File: config.mk
export PLATFORM = sky130hd
export DESIGN_NAME = adapter_32_8
export DESIGN_NICKNAME = d
export VERILOG_FILES = /design/src/rtl/adapter_32_8.sv
export SDC_FILE = /design/constraint.sdc
export NUM_CORES = 1
export LEC_CHECK = 0
export CAP_MARGIN = 20
export CORE_MARGIN = 2
export CORE_UTILIZATION = 35
export CTS_CLUSTER_DIAMETER = 40
export DETAILED_ROUTE_END_ITERATION = 8
export GPL_TIMING_DRIVEN = 0
export SETUP_SLACK_MARGIN = 0.2
export SYNTH_ARGS = -nofsm -noshare
export SYNTH_HDL_FRONTEND = slang
export SYNTH_SLANG_ARGS = --single-unit
File: constraint.sdc
create_clock -name clk -period 2.8 [get_ports clk]
set_input_delay 0.56 -clock clk [delete_from_list [all_inputs] [get_ports clk]]
set_output_delay 0.56 -clock clk [all_outputs]
set_load 0.005 [all_outputs]
File: src/rtl/adapter_32_8.sv
// 32-bit to 8-bit AXI4-Lite width down-converter.
// Each 32-bit access becomes a series of single-byte accesses on the master side.
// Read and write paths are independent, each with one transaction in flight.
module adapter_32_8 #(
  parameter int unsigned ADDR_WIDTH = 32
) (
  input  logic                  clk,
  input  logic                  rst,
  // 32-bit slave side
  input  logic [ADDR_WIDTH-1:0] s_axi_awaddr,
  input  logic [2:0]            s_axi_awprot,
  input  logic                  s_axi_awvalid,
  output logic                  s_axi_awready,
  input  logic [31:0]           s_axi_wdata,
  input  logic [3:0]            s_axi_wstrb,
  input  logic                  s_axi_wvalid,
  output logic                  s_axi_wready,
  output logic [1:0]            s_axi_bresp,
  output logic                  s_axi_bvalid,
  input  logic                  s_axi_bready,
  input  logic [ADDR_WIDTH-1:0] s_axi_araddr,
  input  logic [2:0]            s_axi_arprot,
  input  logic                  s_axi_arvalid,
  output logic                  s_axi_arready,
  output logic [31:0]           s_axi_rdata,
  output logic [1:0]            s_axi_rresp,
  output logic                  s_axi_rvalid,
  input  logic                  s_axi_rready,
  // 8-bit master side
  output logic [ADDR_WIDTH-1:0] m_axi_awaddr,
  output logic [2:0]            m_axi_awprot,
  output logic                  m_axi_awvalid,
  input  logic                  m_axi_awready,
  output logic [7:0]            m_axi_wdata,
  output logic                  m_axi_wstrb,
  output logic                  m_axi_wvalid,
  input  logic                  m_axi_wready,
  input  logic [1:0]            m_axi_bresp,
  input  logic                  m_axi_bvalid,
  output logic                  m_axi_bready,
  output logic [ADDR_WIDTH-1:0] m_axi_araddr,
  output logic [2:0]            m_axi_arprot,
  output logic                  m_axi_arvalid,
  input  logic                  m_axi_arready,
  input  logic [7:0]            m_axi_rdata,
  input  logic [1:0]            m_axi_rresp,
  input  logic                  m_axi_rvalid,
  output logic                  m_axi_rready
);

  typedef enum logic [1:0] {WIdle, WAddr, WResp, WBresp} w_state_e;
  typedef enum logic [1:0] {RIdle, RAddr, RData, RResp} r_state_e;

  // Response codes are ordered by severity, so the merge is a numeric max.
  function automatic logic [1:0] max_resp(input logic [1:0] a, input logic [1:0] b);
    return (a > b) ? a : b;
  endfunction

  function automatic logic [1:0] low_lane(input logic [3:0] m);
    if (m[0]) return 2'd0;
    if (m[1]) return 2'd1;
    if (m[2]) return 2'd2;
    return 2'd3;
  endfunction

  w_state_e              w_state;
  logic                  aw_held, w_held;
  logic [ADDR_WIDTH-3:0] aw_base;
  logic [2:0]            aw_prot;
  logic [31:0]           w_data;
  logic [3:0]            w_pend;     // lanes still to be issued
  logic [1:0]            w_resp;
  logic [1:0]            w_lane;
  logic [3:0]            w_pend_next;
  logic [1:0]            w_merged;

  r_state_e              r_state;
  logic [ADDR_WIDTH-3:0] r_base;
  logic [1:0]            r_lane;
  logic [31:0]           r_buf;
  logic [31:0]           r_buf_next;
  logic [1:0]            r_resp;
  logic [1:0]            r_merged;

  // Byte-address low bits are replaced by the lane index.
  logic unused_addr_bits;
  assign unused_addr_bits = ^{s_axi_awaddr[1:0], s_axi_araddr[1:0]};

  assign m_axi_wstrb = 1'b1;

  // Next lane to issue and the merged responses.
  always_comb begin
    w_lane      = low_lane(w_pend);
    w_pend_next = w_pend & ~(4'b0001 << w_lane);
    w_merged    = max_resp(w_resp, m_axi_bresp);
    r_merged    = max_resp(r_resp, m_axi_rresp);
    r_buf_next  = r_buf;
    r_buf_next[{r_lane, 3'b000} +: 8] = m_axi_rdata;
  end

  // Write path FSM with registered outputs.
  always_ff @(posedge clk) begin
    if (!rst) begin
      w_state       <= WIdle;
      aw_held       <= 1'b0;
      w_held        <= 1'b0;
      aw_base       <= '0;
      aw_prot       <= 3'b000;
      w_data        <= 32'h0;
      w_pend        <= 4'h0;
      w_resp        <= 2'b00;
      s_axi_awready <= 1'b0;
      s_axi_wready  <= 1'b0;
      s_axi_bvalid  <= 1'b0;
      s_axi_bresp   <= 2'b00;
      m_axi_awaddr  <= '0;
      m_axi_awprot  <= 3'b000;
      m_axi_awvalid <= 1'b0;
      m_axi_wdata   <= 8'h00;
      m_axi_wvalid  <= 1'b0;
      m_axi_bready  <= 1'b0;
    end else begin
      unique case (w_state)
        WIdle: begin
          if (s_axi_awvalid && s_axi_awready) begin
            aw_held <= 1'b1;
            aw_base <= s_axi_awaddr[ADDR_WIDTH-1:2];
            aw_prot <= s_axi_awprot;
          end
          if (s_axi_wvalid && s_axi_wready) begin
            w_held <= 1'b1;
            w_data <= s_axi_wdata;
            w_pend <= s_axi_wstrb;
          end
          s_axi_awready <= !aw_held && !(s_axi_awvalid && s_axi_awready);
          s_axi_wready  <= !w_held && !(s_axi_wvalid && s_axi_wready);
          if (aw_held && w_held) begin
            aw_held <= 1'b0;
            w_held  <= 1'b0;
            if (w_pend == 4'h0) begin
              s_axi_bresp  <= 2'b00;
              s_axi_bvalid <= 1'b1;
              w_state      <= WBresp;
            end else begin
              m_axi_awaddr  <= {aw_base, w_lane};
              m_axi_awprot  <= aw_prot;
              m_axi_wdata   <= w_data[{w_lane, 3'b000} +: 8];
              m_axi_awvalid <= 1'b1;
              m_axi_wvalid  <= 1'b1;
              w_pend        <= w_pend_next;
              w_state       <= WAddr;
            end
          end
        end
        WAddr: begin
          if (m_axi_awready) m_axi_awvalid <= 1'b0;
          if (m_axi_wready)  m_axi_wvalid  <= 1'b0;
          if ((!m_axi_awvalid || m_axi_awready) && (!m_axi_wvalid || m_axi_wready)) begin
            m_axi_bready <= 1'b1;
            w_state      <= WResp;
          end
        end
        WResp: begin
          if (m_axi_bvalid && m_axi_bready) begin
            m_axi_bready <= 1'b0;
            w_resp       <= w_merged;
            if (w_pend != 4'h0) begin
              m_axi_awaddr  <= {aw_base, w_lane};
              m_axi_wdata   <= w_data[{w_lane, 3'b000} +: 8];
              m_axi_awvalid <= 1'b1;
              m_axi_wvalid  <= 1'b1;
              w_pend        <= w_pend_next;
              w_state       <= WAddr;
            end else begin
              s_axi_bresp  <= w_merged;
              s_axi_bvalid <= 1'b1;
              w_state      <= WBresp;
            end
          end
        end
        WBresp: begin
          if (s_axi_bready) begin
            s_axi_bvalid  <= 1'b0;
            w_resp        <= 2'b00;
            s_axi_awready <= 1'b1;
            s_axi_wready  <= 1'b1;
            w_state       <= WIdle;
          end
        end
        default: w_state <= WIdle;
      endcase
    end
  end

  // Read path FSM: always four byte reads, lanes 0..3, assembled little-endian.
  always_ff @(posedge clk) begin
    if (!rst) begin
      r_state       <= RIdle;
      r_base        <= '0;
      r_lane        <= 2'd0;
      r_buf         <= 32'h0;
      r_resp        <= 2'b00;
      s_axi_arready <= 1'b0;
      s_axi_rdata   <= 32'h0;
      s_axi_rresp   <= 2'b00;
      s_axi_rvalid  <= 1'b0;
      m_axi_araddr  <= '0;
      m_axi_arprot  <= 3'b000;
      m_axi_arvalid <= 1'b0;
      m_axi_rready  <= 1'b0;
    end else begin
      unique case (r_state)
        RIdle: begin
          s_axi_arready <= !(s_axi_arvalid && s_axi_arready);
          if (s_axi_arvalid && s_axi_arready) begin
            r_base        <= s_axi_araddr[ADDR_WIDTH-1:2];
            r_lane        <= 2'd0;
            m_axi_araddr  <= {s_axi_araddr[ADDR_WIDTH-1:2], 2'b00};
            m_axi_arprot  <= s_axi_arprot;
            m_axi_arvalid <= 1'b1;
            r_state       <= RAddr;
          end
        end
        RAddr: begin
          if (m_axi_arready) begin
            m_axi_arvalid <= 1'b0;
            m_axi_rready  <= 1'b1;
            r_state       <= RData;
          end
        end
        RData: begin
          if (m_axi_rvalid && m_axi_rready) begin
            m_axi_rready <= 1'b0;
            r_buf        <= r_buf_next;
            r_resp       <= r_merged;
            if (r_lane == 2'd3) begin
              s_axi_rdata  <= r_buf_next;
              s_axi_rresp  <= r_merged;
              s_axi_rvalid <= 1'b1;
              r_state      <= RResp;
            end else begin
              r_lane        <= r_lane + 2'd1;
              m_axi_araddr  <= {r_base, r_lane + 2'd1};
              m_axi_arvalid <= 1'b1;
              r_state       <= RAddr;
            end
          end
        end
        RResp: begin
          if (s_axi_rready) begin
            s_axi_rvalid  <= 1'b0;
            r_resp        <= 2'b00;
            s_axi_arready <= 1'b1;
            r_state       <= RIdle;
          end
        end
        default: r_state <= RIdle;
      endcase
    end
  end

endmodule

Yosys cells after proc, flatten, opt, wreduce, memory -nomap -nowiden
Cells that the tools add are included.
Operators by class
  add/sub/neg operators: 2
  magnitude comparators: 2
  equality and inequality tests: 23
  shift-type cells: 4
  muxes and demuxes: 99
  bitwise logic cells: 3
  reduce and logical (&&, ||, !) cells: 60
Operators by type and width (count)
  $mux W32: 7
  $pmux W32 S2: 2
  $mux W2: 28
  $mux W1: 34
  $bwmux W32: 1
  $mux W8: 4
  $ne A2 B2 Y1 const B: 16
  $shift A8 B7 Y32 const A: 1
  $shiftx A32 B6 Y8: 1
  $shiftx A8 B7 Y32: 1
  $reduce_and A3 Y1: 7
  $mux W4: 5
  $reduce_bool A2 Y1: 10
  $reduce_and A6 Y1: 3
  $pmux W2 S2: 4
  $pmux W2 S4: 2
  $pmux W8 S2: 1
  $reduce_and A2 Y1: 8
  $reduce_and A4 Y1: 4
  $reduce_and A5 Y1: 3
  $pmux W1 S2: 6
  $pmux W1 S3: 4
  $eq A2 B2 Y1 const B: 5
  $logic_and A1 B1 Y1: 9
  15 further kinds: 27
Word-level totals
  register bits after elaboration: 267
  input bits: 130
  output and inout bits: 125

Logic depth before layout (Yosys ltp)
  depth in word-level cells: 13
  gate-level depth with buffers: 8
  depth with buffers taken out: 6

Worst setup path before layout
OpenSTA, ideal clock, no wires.
  path type: reg-to-reg
  start: register m_axi_araddr[0] (netlist name)
  end: register s_axi_rdata[16]
  setup time: 0.078 ns
  arrival: 1.914 ns
  data required time: 2.722 ns
  path slack: 0.807 ns
  cell stages (with the launch flop): 7
  cells stage by stage: dfxtp_1 inv_1 ha_1 or2_2 nor3_1 a221oi_1 nor3_1
RTL lines
  to (signal assigned): line 237  | s_axi_rdata <= r_buf_next;
  to (decl): line 25  | output logic [31:0] s_axi_rdata,

==> impl_metrics.env <==
export IMPL_rr_worst_depth=6
export IMPL_synth_edf_count=0
export IMPL_die_w_microns=176
export IMPL_syn_area_per_cell_sq_um=8.23
export IMPL_worst_pin_slew_ps=912
export IMPL_fin_hold_ws_ps=447
export IMPL_io_pins=255
export IMPL_numCtsBuffers=40
export IMPL_drt_vias_per_instance=5.01
export IMPL_synth_cells=1254
export IMPL_required_ps=3240
export IMPL_status="completed"
export IMPL_drv_slew=0
export IMPL_crit_buf_inv=1
export IMPL_grt_pass1_wl_microns=50700
export IMPL_cp_start_kind="flop"
export IMPL_nNetsFinal=1691
export IMPL_cts_sinks=257
export IMPL_layout_setup_ws_ps=411
export IMPL_gp_congestion=0.825
export IMPL_r2r_end="r_buf[21]"
export IMPL_clockBufferDepth=3
export IMPL_placed_cells=1887
export IMPL_drt_wirelength_per_cell_microns=16.6
export IMPL_worst_setup_path_end_kind="flop"
export IMPL_synthesis_nets=1400
export IMPL_ys_ff_latch=257
export IMPL_finalPower_uw=11700
export IMPL_grt_overflow_total=0
export IMPL_firstDrtPassIters=5
export IMPL_clock_latency_ps=510
export IMPL_worst_path_dominant_cell_family="simple AND/OR/NAND/NOR gates"
export IMPL_criticalPathCategory="reg -> reg"
export IMPL_grt_max_degree=14
export IMPL_hold_depth=2
export IMPL_root_buffer="clkbuf_16"
export IMPL_die_h_microns=176
export IMPL_track_usage_pct=20.6
export IMPL_syn_area_sq_um=10300
export IMPL_whs_endpoint="m_axi_awaddr[22]"
export IMPL_cts_tree="yes"
export IMPL_cp_max_fo=8
export IMPL_critPathArrivalTime_ps=2830
export IMPL_critical_path_cell_chain="inv_1 -> ha_1 -> or2_2 -> nor4_2 -> a22oi_1 -> nor2_1"
export IMPL_grt_pass1_vias=9540
export IMPL_critical_path_max_stage_delay_ps=660
export IMPL_ys_async_sr_fraction_pct=0
export IMPL_period_share_pct=85.3
export IMPL_path_clk_slew_ps=50
export IMPL_post_cts_buffers=0
export IMPL_regToRegStartpoint="m_axi_araddr[0]"
export IMPL_ys_warn_count=0
export IMPL_rsz0062_at_grt="false"
export IMPL_synth_seq_area_share_pct=49.8
export IMPL_antenna_found_initial=2
export IMPL_finalSetupViolCount=0
export IMPL_io_buffer_count=248
export IMPL_rrSetupSlack_ps=410
export IMPL_cts_resized=1
export IMPL_power_density_nw_per_um2=792
export IMPL_yosys_cell_types_count=60
export IMPL_hold_viol=0
export IMPL_via_count=9811
export IMPL_die_area_sq_um=30900
export IMPL_tns_ps=0
export IMPL_syn2layout_area_growth_pct=42.9
export IMPL_drt_iter0_drc=486
export IMPL_start_util_pct=35.8
export IMPL_leakage_uw=0.00536
export IMPL_place_ws_ps=-81.2
export IMPL_fin_worst_skew_ps=9.48
export IMPL_core_region_area_sq_um=28900
export IMPL_ctsHoldBuffers=0
export IMPL_drt_wl_total_microns=32500
export IMPL_period_minus_slack_ps=2390
export IMPL_relSlewSlack_pct=38.8
export IMPL_route_detailed_drc=0
export IMPL_critical_path_slowest_cell="nor4_2"
export IMPL_hold_start="aw_base[20]"
export IMPL_hp_class="reg -> reg"
export IMPL_ant_nets=0
export IMPL_dpl_hpwl_microns=23600
export IMPL_synth_flop_cell="dfxtp_1"
export IMPL_cts_max_level=2
export IMPL_final_cells=1960
export IMPL_maxCapViolCount=0
export IMPL_drive_above_1_share_pct=6.54
export IMPL_vdd_drop_max_mv=0.395
export IMPL_rows=62
export IMPL_fmax_mhz=419
-- through the flow --
step	utilization, %	instance area, sq um
finish	51.1	14800
detailed placement	46.1	13300
CTS	51.0	14700
floorplan	-	10300
global placement	46.0	13300
global route	51.1	14800
-- cell usage after synthesis (all sizes together) (6+ instances only) --
cell	n	area (sq um)
a221oi	17	149
nand3	9	45.0
o21ai	56	280
a22oi	17	128
a211oi	41	308
nand2	307	1150
a32oi	8	70.1
dfxtp	257	5140
inv	19	71.3
nor3	12	60.1
mux2i	48	480
and2	6	37.5
nor2	94	353
nand2b	10	62.6
a21oi	177	886
buf	13	77.6
ha	16	200
clkbuf	80	302
-- cells in the final DEF, fill, tap and decap left out, types with 4 or more instances in the layout --
cell type	instances
a32oi_1	8
clkbuf_1	74
o21ai_0	56
nor2_1	94
nand2b_1	10
a21boi_0	4
buf_4	4
bufinv_16	7
and2_1	6
clkbuf_16	41
nor3_1	11
a21oi_1	177
a221oi_1	17
ha_1	16
clkbuf_8	4
and3_1	5
clkdlybuf4s50_1	248
clkinv_2	8
clkinv_4	5
inv_1	19
buf_2	6
clkinvlp_4	4
a22oi_1	17
nand2_1	307
dfxtp_1	257
nand3_1	9
a211oi_1	40
a31oi_1	5
nor2b_1	4
clkbuf_2	6
mux2i_1	48
-- how the worst max path moves through the flow --
stage / from / cells past startpoint / to / slack (ps)
final: m_axi_araddr[0] / 6 / r_buf[21] / 410
after CTS: w_state[0] / 8 / m_axi_awaddr[6] / 240
after global placement: m_axi_bvalid / 7 / m_axi_awaddr[9] / -40
after global routing: m_axi_araddr[0] / 8 / r_buf[8] / 210
after detailed placement: m_axi_bvalid / 7 / m_axi_awaddr[8] / -80
after floorplan: m_axi_araddr[0] / 6 / s_axi_rdata[16] / 810
-- area by class of cell --
type	instances	area, sq um
Multi-Input combinational cell	885	4750
Clock inverter	27	353
Tap cell	384	480
Clock buffer	45	1080
Buffer	93	385
Sequential cell	257	5140
Fill cell	2768	14100
Inverter	19	71.3
Antenna cell	1	2.50
Timing Repair Buffer	249	2490
-- registers in the layout, indices dropped and copies added, names as in the netlist, 2 cells and up --
register	flops
r_buf	24
s_axi_rresp	2
m_axi_araddr	32
w_data	32
r_base	30
s_axi_rdata	32
m_axi_wdata	8
m_axi_arprot	3
aw_prot	3
r_resp	2
w_pend	4
r_state	2
s_axi_bresp	2
w_state	2
m_axi_awprot	3
aw_base	30
m_axi_awaddr	32
w_resp	2
-- report_power, final --
group / leakage (uW) / total, uW / internal, uW / switching, uW
Sequential: 0.00209 / 4250 / 4010 / 238
Clock: 0.000701 / 5230 / 3440 / 1790
Combinational: 0.00257 / 2210 / 980 / 1230
-- cell families after synthesis --
| logic type | after synthesis | share of synthesized area (%) |
|---|---|---|
| mux | 49 | 4.76 |
| fa+ha+maj | 16 | 1.94 |
| buf+inv | 112 | 4.36 |
| other cells | 1 | 0.0363 |
| flops | 257 | 49.8 |
| simple gates | 468 | 18.7 |
| compound gates | 351 | 20.3 |
-- per-layer routing --
layer	GRT usage [%]	vias to the layer above	wire length, microns
met5	0	-	0
met2	33.6	317	14900
li1	-	4915	-
met3	5.58	80	2390
met4	8.16	0	1170
met1	25.7	4499	14100
-- worst min-delay path: cells and delay by family (launching register included) --
family / cells / cell delay, ps
AO/OA/AOI/OAI: 1 / 50
flip-flops: 1 / 300
AND/OR/NAND/NOR: 1 / 50
Note: power is estimated with default switching activity, not from simulation.
